## config.mk

```make
export PLATFORM = sky130hd
export DESIGN_NAME = mem_port_unit
export DESIGN_NICKNAME = d
export VERILOG_FILES = /design/src/rtl/mem_port_pkg.sv /design/src/rtl/mem_port_timeout.sv /design/src/rtl/mem_port_unit.sv
export SDC_FILE = /design/constraint.sdc
export NUM_CORES = 1
export LEC_CHECK = 0
export CAP_MARGIN = 30
export CORE_ASPECT_RATIO = 0.9
export CORE_MARGIN = 4
export CORE_UTILIZATION = 35
export CTS_CLUSTER_SIZE = 20
export DETAILED_ROUTE_END_ITERATION = 8
export HOLD_SLACK_MARGIN = 0.02
export PLACE_DENSITY = 0.76
export SLEW_MARGIN = 20
export SYNTH_ARGS = -nofsm -noshare
export SYNTH_HDL_FRONTEND = slang
export SYNTH_SLANG_ARGS = --single-unit
```

## constraint.sdc

```tcl
create_clock -name clk -period 1.6 [get_ports clk]
set_input_delay 0.32 -clock clk [delete_from_list [all_inputs] [get_ports clk]]
set_output_delay 0.32 -clock clk [all_outputs]
set_load 0.05 [all_outputs]
```

## src/rtl/mem_port_pkg.sv

```systemverilog
// Shared types and constants for the unified instruction/data memory port.
package mem_port_pkg;

    localparam int unsigned ADDR_W_DEF  = 32;
    localparam int unsigned DATA_W_DEF  = 32;
    localparam int unsigned TIMEOUT_DEF = 255;

    typedef enum logic [1:0] {
        IDLE = 2'd0,
        REQ  = 2'd1,
        WAIT = 2'd2
    } state_e;

    // Attributes of the transaction captured in IDLE.
    typedef struct packed {
        logic write;
        logic to_ir;
    } req_kind_t;

    // RISC-V base opcodes shared with the control FSM.
    localparam logic [6:0] LOAD   = 7'b0000011;
    localparam logic [6:0] STORE  = 7'b0100011;
    localparam logic [6:0] OP     = 7'b0110011;
    localparam logic [6:0] OP_IMM = 7'b0010011;
    localparam logic [6:0] BRANCH = 7'b1100011;
    localparam logic [6:0] JAL    = 7'b1101111;

    // Word accesses only: any nonzero low address bit is an error.
    function automatic logic is_misaligned(input logic [1:0] lsb);
        return lsb != 2'b00;
    endfunction

endpackage

```

## src/rtl/mem_port_timeout.sv

```systemverilog
// Saturating watchdog counter; expired_c flags the cycle that reaches TIMEOUT.
module mem_port_timeout #(
    parameter int unsigned TIMEOUT = 255
) (
    input  logic clk,
    input  logic reset,
    input  logic clr,
    input  logic en,
    output logic expired_c
);

    localparam int unsigned CNT_W = $clog2(TIMEOUT + 1);
    localparam logic [CNT_W-1:0] CNT_MAX  = CNT_W'(TIMEOUT);
    localparam logic [CNT_W-1:0] CNT_LAST = CNT_W'(TIMEOUT - 1);

    logic [CNT_W-1:0] count_q;
    logic [CNT_W-1:0] count_d;

    // Clear has priority; otherwise count while enabled, saturating at TIMEOUT.
    always_comb begin
        count_d = count_q;
        if (clr) begin
            count_d = '0;
        end else if (en && (count_q != CNT_MAX)) begin
            count_d = count_q + CNT_W'(1);
        end
    end

    // The edge that would bring the count to TIMEOUT is the expiry edge.
    assign expired_c = en && !clr && (count_q == CNT_LAST);

    // Counter register.
    always_ff @(posedge clk) begin
        if (reset) begin
            count_q <= '0;
        end else begin
            count_q <= count_d;
        end
    end

endmodule

```

## src/rtl/mem_port_unit.sv

```systemverilog
// Unified IR/MDR memory port: address select, valid/ready request, result latch.
module mem_port_unit
    import mem_port_pkg::*;
#(
    parameter int unsigned ADDR_W  = ADDR_W_DEF,
    parameter int unsigned DATA_W  = DATA_W_DEF,
    parameter int unsigned TIMEOUT = TIMEOUT_DEF
) (
    input  logic              clk,
    input  logic              reset,
    input  logic              memRead,
    input  logic              memWrite,
    input  logic              memGetData,
    input  logic              irWrite,
    input  logic [ADDR_W-1:0] pc,
    input  logic [ADDR_W-1:0] aluOut,
    input  logic [DATA_W-1:0] storeData,
    output logic              memReqValid,
    input  logic              memReqReady,
    output logic              memReqWrite,
    output logic [ADDR_W-1:0] memReqAddr,
    output logic [DATA_W-1:0] memReqWdata,
    input  logic              memRespValid,
    input  logic [DATA_W-1:0] memRespData,
    output logic [DATA_W-1:0] instr,
    output logic [6:0]        opcode,
    output logic [DATA_W-1:0] mdr,
    output logic              stall,
    output logic              err
);

    state_e            state_q,     state_d;
    logic              req_valid_q, req_valid_d;
    req_kind_t         kind_q,      kind_d;
    logic [ADDR_W-1:0] req_addr_q,  req_addr_d;
    logic [DATA_W-1:0] req_wdata_q, req_wdata_d;
    logic [DATA_W-1:0] instr_q,     instr_d;
    logic [DATA_W-1:0] mdr_q,       mdr_d;
    logic              err_q,       err_d;

    logic [ADDR_W-1:0] addr_sel_c;
    logic              to_clr_c;
    logic              to_en_c;
    logic              to_expired_c;

    assign addr_sel_c = memGetData ? aluOut : pc;

    // Watchdog restarts in IDLE (entry to REQ) and on every REQ->WAIT handoff.
    assign to_clr_c = (state_q == IDLE) || ((state_q == REQ) && memReqReady);
    assign to_en_c  = (state_q != IDLE);

    mem_port_timeout #(
        .TIMEOUT (TIMEOUT)
    ) u_timeout (
        .clk       (clk),
        .reset     (reset),
        .clr       (to_clr_c),
        .en        (to_en_c),
        .expired_c (to_expired_c)
    );

    // Next-state and register-update logic for the request FSM.
    always_comb begin
        state_d     = state_q;
        req_valid_d = req_valid_q;
        kind_d      = kind_q;
        req_addr_d  = req_addr_q;
        req_wdata_d = req_wdata_q;
        instr_d     = instr_q;
        mdr_d       = mdr_q;
        err_d       = err_q;

        unique case (state_q)
            IDLE: begin
                if (memRead || memWrite) begin
                    req_addr_d   = addr_sel_c;
                    req_wdata_d  = storeData;
                    kind_d.write = memWrite;
                    kind_d.to_ir = irWrite;
                    if ((memRead && memWrite) || is_misaligned(addr_sel_c[1:0])) begin
                        err_d = 1'b1;
                    end else begin
                        state_d     = REQ;
                        req_valid_d = 1'b1;
                    end
                end
            end
            REQ: begin
                // A handshake on the expiry edge still completes the request.
                if (memReqReady) begin
                    req_valid_d = 1'b0;
                    state_d     = kind_q.write ? IDLE : WAIT;
                end else if (to_expired_c) begin
                    req_valid_d = 1'b0;
                    err_d       = 1'b1;
                    state_d     = IDLE;
                end
            end
            WAIT: begin
                if (memRespValid) begin
                    if (kind_q.to_ir) begin
                        instr_d = memRespData;
                    end else begin
                        mdr_d = memRespData;
                    end
                    state_d = IDLE;
                end else if (to_expired_c) begin
                    err_d   = 1'b1;
                    state_d = IDLE;
                end
            end
            default: begin
                state_d     = IDLE;
                req_valid_d = 1'b0;
            end
        endcase
    end

    // State and datapath registers.
    always_ff @(posedge clk) begin
        if (reset) begin
            state_q     <= IDLE;
            req_valid_q <= 1'b0;
            kind_q      <= '0;
            req_addr_q  <= '0;
            req_wdata_q <= '0;
            instr_q     <= '0;
            mdr_q       <= '0;
            err_q       <= 1'b0;
        end else begin
            state_q     <= state_d;
            req_valid_q <= req_valid_d;
            kind_q      <= kind_d;
            req_addr_q  <= req_addr_d;
            req_wdata_q <= req_wdata_d;
            instr_q     <= instr_d;
            mdr_q       <= mdr_d;
            err_q       <= err_d;
        end
    end

    assign memReqValid = req_valid_q;
    assign memReqWrite = kind_q.write;
    assign memReqAddr  = req_addr_q;
    assign memReqWdata = req_wdata_q;
    assign instr       = instr_q;
    assign opcode      = instr_q[6:0];
    assign mdr         = mdr_q;
    assign err         = err_q;
    assign stall       = (state_q != IDLE);

endmodule

```

; ---- After elaboration in Yosys (flattened, before gate mapping)
; Cells that the tools add are included.
[word_totals]
out_inout_bits = 139
regBits = 142
in_bits = 136
[classes]
eq_ne = 10
n_reduce_logical = 20
muxes = 19
n_addsub = 1
bitwise_logic = 2
[ops]
columns = cell, n
row1 = $mux W32, 1
row2 = $mux W2, 6
row3 = $mux W1, 9
row4 = $add A8 B1 Y8 const B, 1
row5 = $eq A8 B8 Y1 const B, 1
row6 = $ne A8 B8 Y1 const B, 1
row7 = $ne A2 B2 Y1 const B, 3
row8 = $pmux W1 S3, 2
row9 = $pmux W2 S3, 1
row10 = $reduce_and A3 Y1, 2
row11 = $logic_and A1 B1 Y1, 5
row12 = $reduce_and A5 Y1, 1
row13 = $ne A2 B1 Y1 const B, 2
row14 = $reduce_and A2 Y1, 2
row15 = $reduce_and A4 Y1, 1
row16 = $reduce_bool A2 Y1, 2
row17 = $logic_or A1 B1 Y1, 3
row18 = $ne A3 B3 Y1 const B, 1
row19 = $reduce_bool A3 Y1, 1
row20 = $eq A2 B1 Y1 const B, 1
row21 = $eq A2 B2 Y1 const B, 1
row22 = $logic_not A2 Y1, 1
row23 = $not A1 Y1, 2
row24 = $reduce_or A2 Y1, 1
row25 = $logic_not A1 Y1, 1

; ---- Depth between registers and ports, before layout
; Gate-level depths: netlist of the first run.
[depth]
ltp_word = 9
ltp_mapped = 8
mapped_depth_nobuf = 6

; ---- Hierarchy
; A second synthesis of the first run with hierarchy kept.
[hier_totals]
hier_cells = 673
area_unflattened_um2 = 5576.6
[modules_own_cells]
columns = module, area_per_inst_um2, seq_area_each_um2, instances, cells_per_inst
row1 = mem_port_unit, 5128.7, 2682.6, 1, 622
row2 = mem_port_timeout, 447.9, 160.2, 1, 51

; ---- Worst setup path after synthesis of the first run
; No wires, ideal clock.
[synth_timing]
path_kind = register to register
start = register state_q[0]
end = register req_addr_q[10], in the netlist memReqAddr[10]
stages_incl_launch_ff = 8
arrival_ns = 1.659
path_slack_ns = -0.145
cell_sequence = dfxtp_1 > inv_1 > ha_1 > inv_1 > a21oi_2 > buf_2 > buf_2 > a211oi_1
[synth_between]
elab_chain_len = 2
[synth_lines]
columns = element, line_no
row1 = "start, declared", mem_port_unit.sv:32  ; state_e state_q, state_d;
row2 = "start signal, assigned", mem_port_unit.sv:131  ; state_q <= state_d;
row3 = $logic_not A2 Y1, mem_port_unit.sv:73  ; unique case (state_q)
row4 = $reduce_and A2 Y1 (no source line), -
row5 = "end signal, assigned", mem_port_unit.sv:134  ; req_addr_q <= req_addr_d;
row6 = "end, declared", mem_port_unit.sv:35  ; logic [ADDR_W-1:0] req_addr_q, req_addr_d;
; Every way passes these cells.
; A chain may end at the register's enable or synchronous reset.

; ---- Worst setup path after layout of the first run
[layout_timing]
start = register state_q[1]
end = register req_addr_q[17], in the netlist memReqAddr[17]
; The elaborated chain is that of the path after synthesis.

==> run_results.csv, run 1 <==
group,metric,value,unit
outcome,outcome,"finished with violations",
outcome,violations,"negative setup slack",
global_route,grtUsageMet3,7.460,%
drt,drt-vias-per-instance,4.814,
critical_path,worstReg2RegStart,"state_q[1]",
yosys,synth_nets,812,
global_route,grtUsageMet2,33.54,%
drt,drc,0,
worst_hold_path,min_from,"reset",
finish,layout.cells.non_filler,1169,
yosys,syn-cell-area,5599,µm²
critical_path,setup.worst_path.class,"register to register",
critical_path,r2r_cells,10,
yosys,synth_seq_cells,142,
sta,fin_crit,1.694,ns
yosys,ys_warn_count,0,
global_route,antenna_found_initial,0,
clock_tree,cts_buffers,17,
global_route,grt_max_degree,61,
drt,drt-initial-drc-count,235,
finish,post-route-util,60.05,%
yosys,ys.flop_type,"dfxtp_1",
sta,fin_ws,-0.09389,ns
finish,num_antenna_cells,0,
finish,fin_nets,1096,
yosys,synth.avg_cell_area,8.357,µm²
floorplanning,num_io_pins,275,
global_route,grt_pass1_vias,5441,
clock_tree,cts_sinks,142,
clock_tree,path_clk_slew,0.06,ns
power,peakVddDrop,709.0,µV
drt,dr.pass1.iters,4,
sta,holdWs,0.3220,ns
critical_path,crit_path_end_kind,"register",
global_route,gr-usage-met1,21.08,%
worst_hold_path,whs_endpoint,"state_q[0]",
critical_path,critPathMaxFanout,8,
drt,antenna_left,0,
sta,worst_slew_pin_slew,0.4075,ns
global_route,busiest_layer,"met2",
sta,rsz0062_at_grt,"yes",
finish,final_common_cell,"nand2_1",
critical_path,ff2ff_setup_slack,-0.09,ns
placed_design,dp.cells,1121,
placed_design,place_hpwl,12760,µm
worst_hold_path,holdPathStages,3,
yosys,synth_edf_count,0,
run,maxCapViolations,0,
placed_design,place_congestion,0.7802,
critical_path,cp_top_family,"buffers and inverters",
sta,max_clock_freq,590.4,MHz
yosys,synthArstFlopShare,0,%
sta,final-setup-viol-count,50,
floorplanning,die_h,128.0,µm
drt,wl,18390,µm
critical_path,r2r_end,"memReqAddr[17]",
floorplanning,start_util,36.01,%
finish,finish.instance_area,9336,µm²
global_route,grt_overflow_total,0,
sta,finClkSkew,0.008089,ns
finish,final_cell_mix,"nand2_1, buf_4, dfxtp_1, clkdlybuf4s50_1, a21oi_1",
sta,slew_headroom,72.84,%
critical_path,cpPeakStageDelay,0.33,ns
floorplanning,die_x,141.3,µm
critical_path,slowest_stage,"dfxtp_2",
yosys,ys_seq_area_share,50.77,%
sta,hold_viol,0,
yosys,synth_cell_types,45,
placed_design,io_buffers,274,
critical_path,critPathBufInv,6,
critical_path,cp.required,1.94,ns
sta,drv_slew,0,
yosys,syn_inst,670,
clock_tree,cts_max_level,4,
finish,area_delta_synth_final,66.75,%
drt,vias,5628,
clock_tree,cts_tree,"built",
power,p_per_area,1051,nW/µm²
floorplanning,rows,43,
global_route,grt_use_total,19.19,%
global_route,grt_pass1_wl,27680,µm
clock_tree,cts_buffer_depth,2,
floorplanning,core,15550,µm²
power,power.total,9.809,mW
critical_path,cpMostUsedCell,"buf_12",
clock_tree,clockRootBuffer,"clkbuf_16",
critical_path,arrival,2.03,ns
clock_tree,clk_latency,0.42,ns
sta,period_share,105.9,%
critical_path,crit_chain,"inv_2 -> ha_4 -> clkinvlp_4 -> buf_6 -> a21oi_4 -> buf_12 -> buf_12 -> clkbuf_16 -> nor2_2 -> a211oi_1",
finish,drive_above_1_share,25.85,%
floorplanning,fp.dieArea,18090,µm²
worst_hold_path,min_path_type,"input port to register",
placed_design,dpl_cell_area,8376,µm²
power,power_leakage,3.869,nW
critical_path,critPathLaunchType,"register",
drt,routedWlPerCell,15.73,µm
==> how the worst max path moves through the flow <==
stage / slack [ns] / cells after the start / from / endpoint
final: -0.09 / 10 / state_q[1] / memReqAddr[17]
after global routing: -0.15 / 10 / state_q[1] / memReqAddr[17]
after CTS: -0.09 / 5 / state_q[0] / stall
after detailed placement: -0.23 / 6 / memRead / memReqAddr[29]
after global placement: -0.17 / 6 / memRead / memReqAddr[28]
after floorplan: -0.01 / 7 / state_q[0] / memReqAddr[2]
==> repair_timing <==
item / CTS / global route
cloned: 2 / 5
setup buffers: 4 / 5
pin swaps: 10 / 4
gates resized for setup: 8 / 25
hold buffers: 0 / 0
setup endpoints to repair: 25 / 107
==> cell families after synthesis <==
family          Yosys count  synth area share [%]
buf+inv                  63                 5.386
simple gates            268                 19.62
mux                      32                 5.721
flops                   142                 50.77
compound gates          156                 16.69
xor+xnor                  3                0.4694
fa+ha+maj                 6                 1.341
==> cell usage after synthesis, drive strengths merged (5+ instances only) <==
library cell  instances  share of area, %
nor3                  5              0.54
clkbuf               22               1.5
dfxtp               142                51
a211oi               35               4.7
a21oi               104               9.4
nor2                 40               2.7
inv                   8              0.54
mux2i                32               5.7
buf                  33               3.4
ha                    6               1.3
nand3                 6              0.54
nand2               201                13
==> tightest hold or removal path: cells and delay by family <==
kind            cells  cell delay [ns]
buf+inv             1             0.15
compound gates      1             0.08
simple gates        1             0.14
==> where the power goes <==
group          internal, mW  switching, mW
registers              3.70         0.0946
logic                 0.861           1.13
clock network          2.35           1.67
total                  6.91           2.90
==> stage by stage <==
step / TNS, ns / worst slack [ns]
6_report: -1.815 / -0.09389
5_1_grt: -5.842 / -0.1494
4_1_cts: -0.1916 / -0.09081
3_5_place_dp: -12.31 / -0.2264
3_3_place_gp: -9.715 / -0.1703
2_1_floorplan: -0.3957 / -0.01360
==> per-layer routing <==
metal / vias to the layer above / wire length (µm)
met5: - / 0
met4: 0 / 326
met3: 24 / 1570
met2: 205 / 9349
met1: 2577 / 7147
li1: 2822 / -
==> registers in the layout, summed over array words and instances, names as in the netlist, 2 cells and up <==
signal	flops
instr	32
mdr	32
memReqWdata	32
u_timeout.count_q	8
state_q	2
memReqAddr	32
==> layout make-up <==
type                    count  area [µm²]
inverters                   8       36.28
fillers                  1355        6212
well taps                 202       252.7
multi-input cells         465        2557
clock inverters            15       175.2
flip-flops and latches    142        2845
clock buffers              17       425.4
repair buffers            320        3044
Power figures use the tool's default switching activity.
==> run 2, diff against run 1 <==
Settings changed: CORE_ASPECT_RATIO 0.9 to not set.
==> run_results.csv, run 2 (synthesis results as in run 1) <==
group,metric,value,unit
sta,hold_viol,0,
critical_path,slowest_stage,"dfxtp_2",
finish,register_area,2845,µm²
drt,routedWlPerCell,15.85,µm
finish,layout.cells.non_filler,1182,
global_route,grt_overflow_total,0,
run,maxCapViolations,0,
drt,dr.pass1.iters,5,
outcome,violations,"negative setup slack",
floorplanning,rows,45,
clock_tree,cts_max_level,4,
drt,drt-vias-per-instance,4.834,
power,peakVddDrop,683.5,µV
outcome,outcome,"finished with violations",
clock_tree,path_clk_slew,0.06,ns
drt,drt-initial-drc-count,260,
clock_tree,clockRootBuffer,"clkbuf_16",
global_route,grt_pass1_wl,27030,µm
sta,final-setup-viol-count,25,
global_route,grt_use_total,18.82,%
placed_design,dp.cells,1126,
power,seqPwrFrac,37.8,%
floorplanning,start_util,36.29,%
finish,num_antenna_cells,0,
sta,fin_crit,1.710,ns
clock_tree,cts_buffers,17,
power,comb_power_share,21.0,%
finish,fin_nets,1100,
clock_tree,clk_latency,0.42,ns
critical_path,cpPeakStageDelay,0.33,ns
power,power_frac_clock,41.3,%
power,power.total,10.08,mW
placed_design,io_buffers,274,
sta,fin_ws,-0.1102,ns
power,switching_power,2.892,mW
sta,worst_slew_pin_slew,0.4604,ns
finish,final_cell_mix,"nand2_1, buf_4, dfxtp_1, clkdlybuf4s50_1, a21oi_1",
critical_path,critPathBufInv,5,
finish,area_delta_synth_final,71.31,%
clock_tree,cts_buffer_depth,2,
floorplanning,die_x,134.5,µm
sta,rsz0062_at_grt,"yes",
drt,antenna_left,0,
clock_tree,ctsHoldBuffers,0,
placed_design,place_hpwl,12520,µm
critical_path,critPathMaxFanout,8,
finish,drive_above_1_share,27.29,%
clock_tree,cts_tree,"built",
placed_design,place_congestion,0.8015,
floorplanning,core,15430,µm²
critical_path,crit_chain,"inv_2 -> ha_4 -> clkinvlp_4 -> buf_4 -> a21oi_4 -> buf_12 -> clkbuf_16 -> nor2_1 -> a211oi_1",
finish,n_fill_cell,1294,
critical_path,cp.required,1.92,ns
critical_path,setup.worst_path.class,"register to register",
power,p_per_area,1051,nW/µm²
floorplanning,num_io_pins,275,
drt,drc,0,
floorplanning,fp.dieArea,18080,µm²
critical_path,critPathLaunchType,"register",
worst_hold_path,min_path_type,"input port to register",
sta,max_clock_freq,584.7,MHz
power,p_int,7.186,mW
finish,post-route-util,62.17,%
power,power_leakage,3.972,nW
finish,multi_input_area,2609,µm²
critical_path,crit_path_end_kind,"register",
global_route,antenna_found_initial,0,
drt,wl,18730,µm
floorplanning,die_h,134.5,µm
clock_tree,cts_sinks,142,
finish,final_common_cell,"nand2_1",
global_route,grt_pass1_vias,5259,
power,swShare,28.70,%
sta,drv_slew,0,
sta,period_share,106.9,%
critical_path,arrival,2.03,ns
drt,vias,5714,
critical_path,cp_top_family,"buffers and inverters",
global_route,grt_max_degree,87,
sta,slew_headroom,69.30,%
sta,finClkSkew,0.009492,ns
==> run 2: cell types whose count changed in the layout (fill, tap and decap cells not counted), moves of 4 or more <==
cell       previous run  this run
a21oi_1              97        88
a211oi_2              2         6
clkbuf_16            20        26
a211oi_1             33        29
buf_4               160       155
a21oi_2               6        15
==> run 2: per-layer routing <==
layer  vias up  part of all wire [%]  GRT usage, %  wire length, µm
li1       2827                     -             -                -
met2       251                    47         31.20             8842
met4         0                   1.9         6.900              361
met5         -                     0             0                0
met3        28                   9.7         7.191             1825
met1      2608                    41         22.26             7701
==> run 2: path summary, 6_finish.rpt <==
check	start	to	slack (ns)	cells after the start
hold / removal	reset	memReqWrite	0.15	2
hold reg to reg	memReqWdata[20]	memReqWdata[20]	0.45	2
setup reg to reg	state_q[0]	memReqAddr[11]	-0.11	9
setup / recovery	state_q[0]	memReqAddr[11]	-0.11	9
==> run 2: worst register-to-register path, stage by stage (launching register included) <==
cell and delay [ns]:
dfxtp_2 0.33, inv_2 0.07, ha_4 0.15, clkinvlp_4 0.10, buf_4 0.16, a21oi_4 0.17, buf_12 0.18, clkbuf_16 0.16
nor2_1 0.05, a211oi_1 0.24
==> run 2: stage by stage <==
stage	hold WS [ns]	setup TNS, ns	area [µm²]	setup slack, ns
3_5_place_dp	0.4468	-14.81	8419	-0.2633
2_1_floorplan	0.4552	-0.3957	5673	-0.01360
5_1_grt	0.1618	-3.347	9592	-0.1427
6_report	0.1545	-0.9626	9592	-0.1102
3_3_place_gp	0.4419	-8.537	8419	-0.1359
4_1_cts	0.1265	-0.09074	9184	-0.06109
==> run 2: final cells by class <==
type / count / share of cell area, %
Tap cell: 211 / 2.752
Clock inverter: 13 / 1.839
Timing Repair Buffer: 324 / 33.58
Multi-Input combinational cell: 465 / 27.20
Clock buffer: 19 / 4.618
Sequential cell: 142 / 29.66
Inverter: 8 / 0.3522
==> run 2: what timing repair did <==
action / 4_1_cts / 5_1_grt
cloned: 2 / 11
buffers inserted: 9 / 2
endpoints found under the setup margin: 4 / 91
pin swaps: 3 / 12
resized for setup: 6 / 36
==> run 2: power groups by stage <==
stage | Clock, mW | Combinational (mW) | Sequential, mW
2_1_floorplan | 0 | 0.483 | 4.43
3_3_place_gp | 0 | 1.81 | 3.87
3_5_place_dp | 0 | 1.83 | 3.88
4_1_cts | 4.22 | 1.92 | 3.80
5_1_grt | 4.38 | 2.23 | 3.82
6_report | 4.16 | 2.11 | 3.80
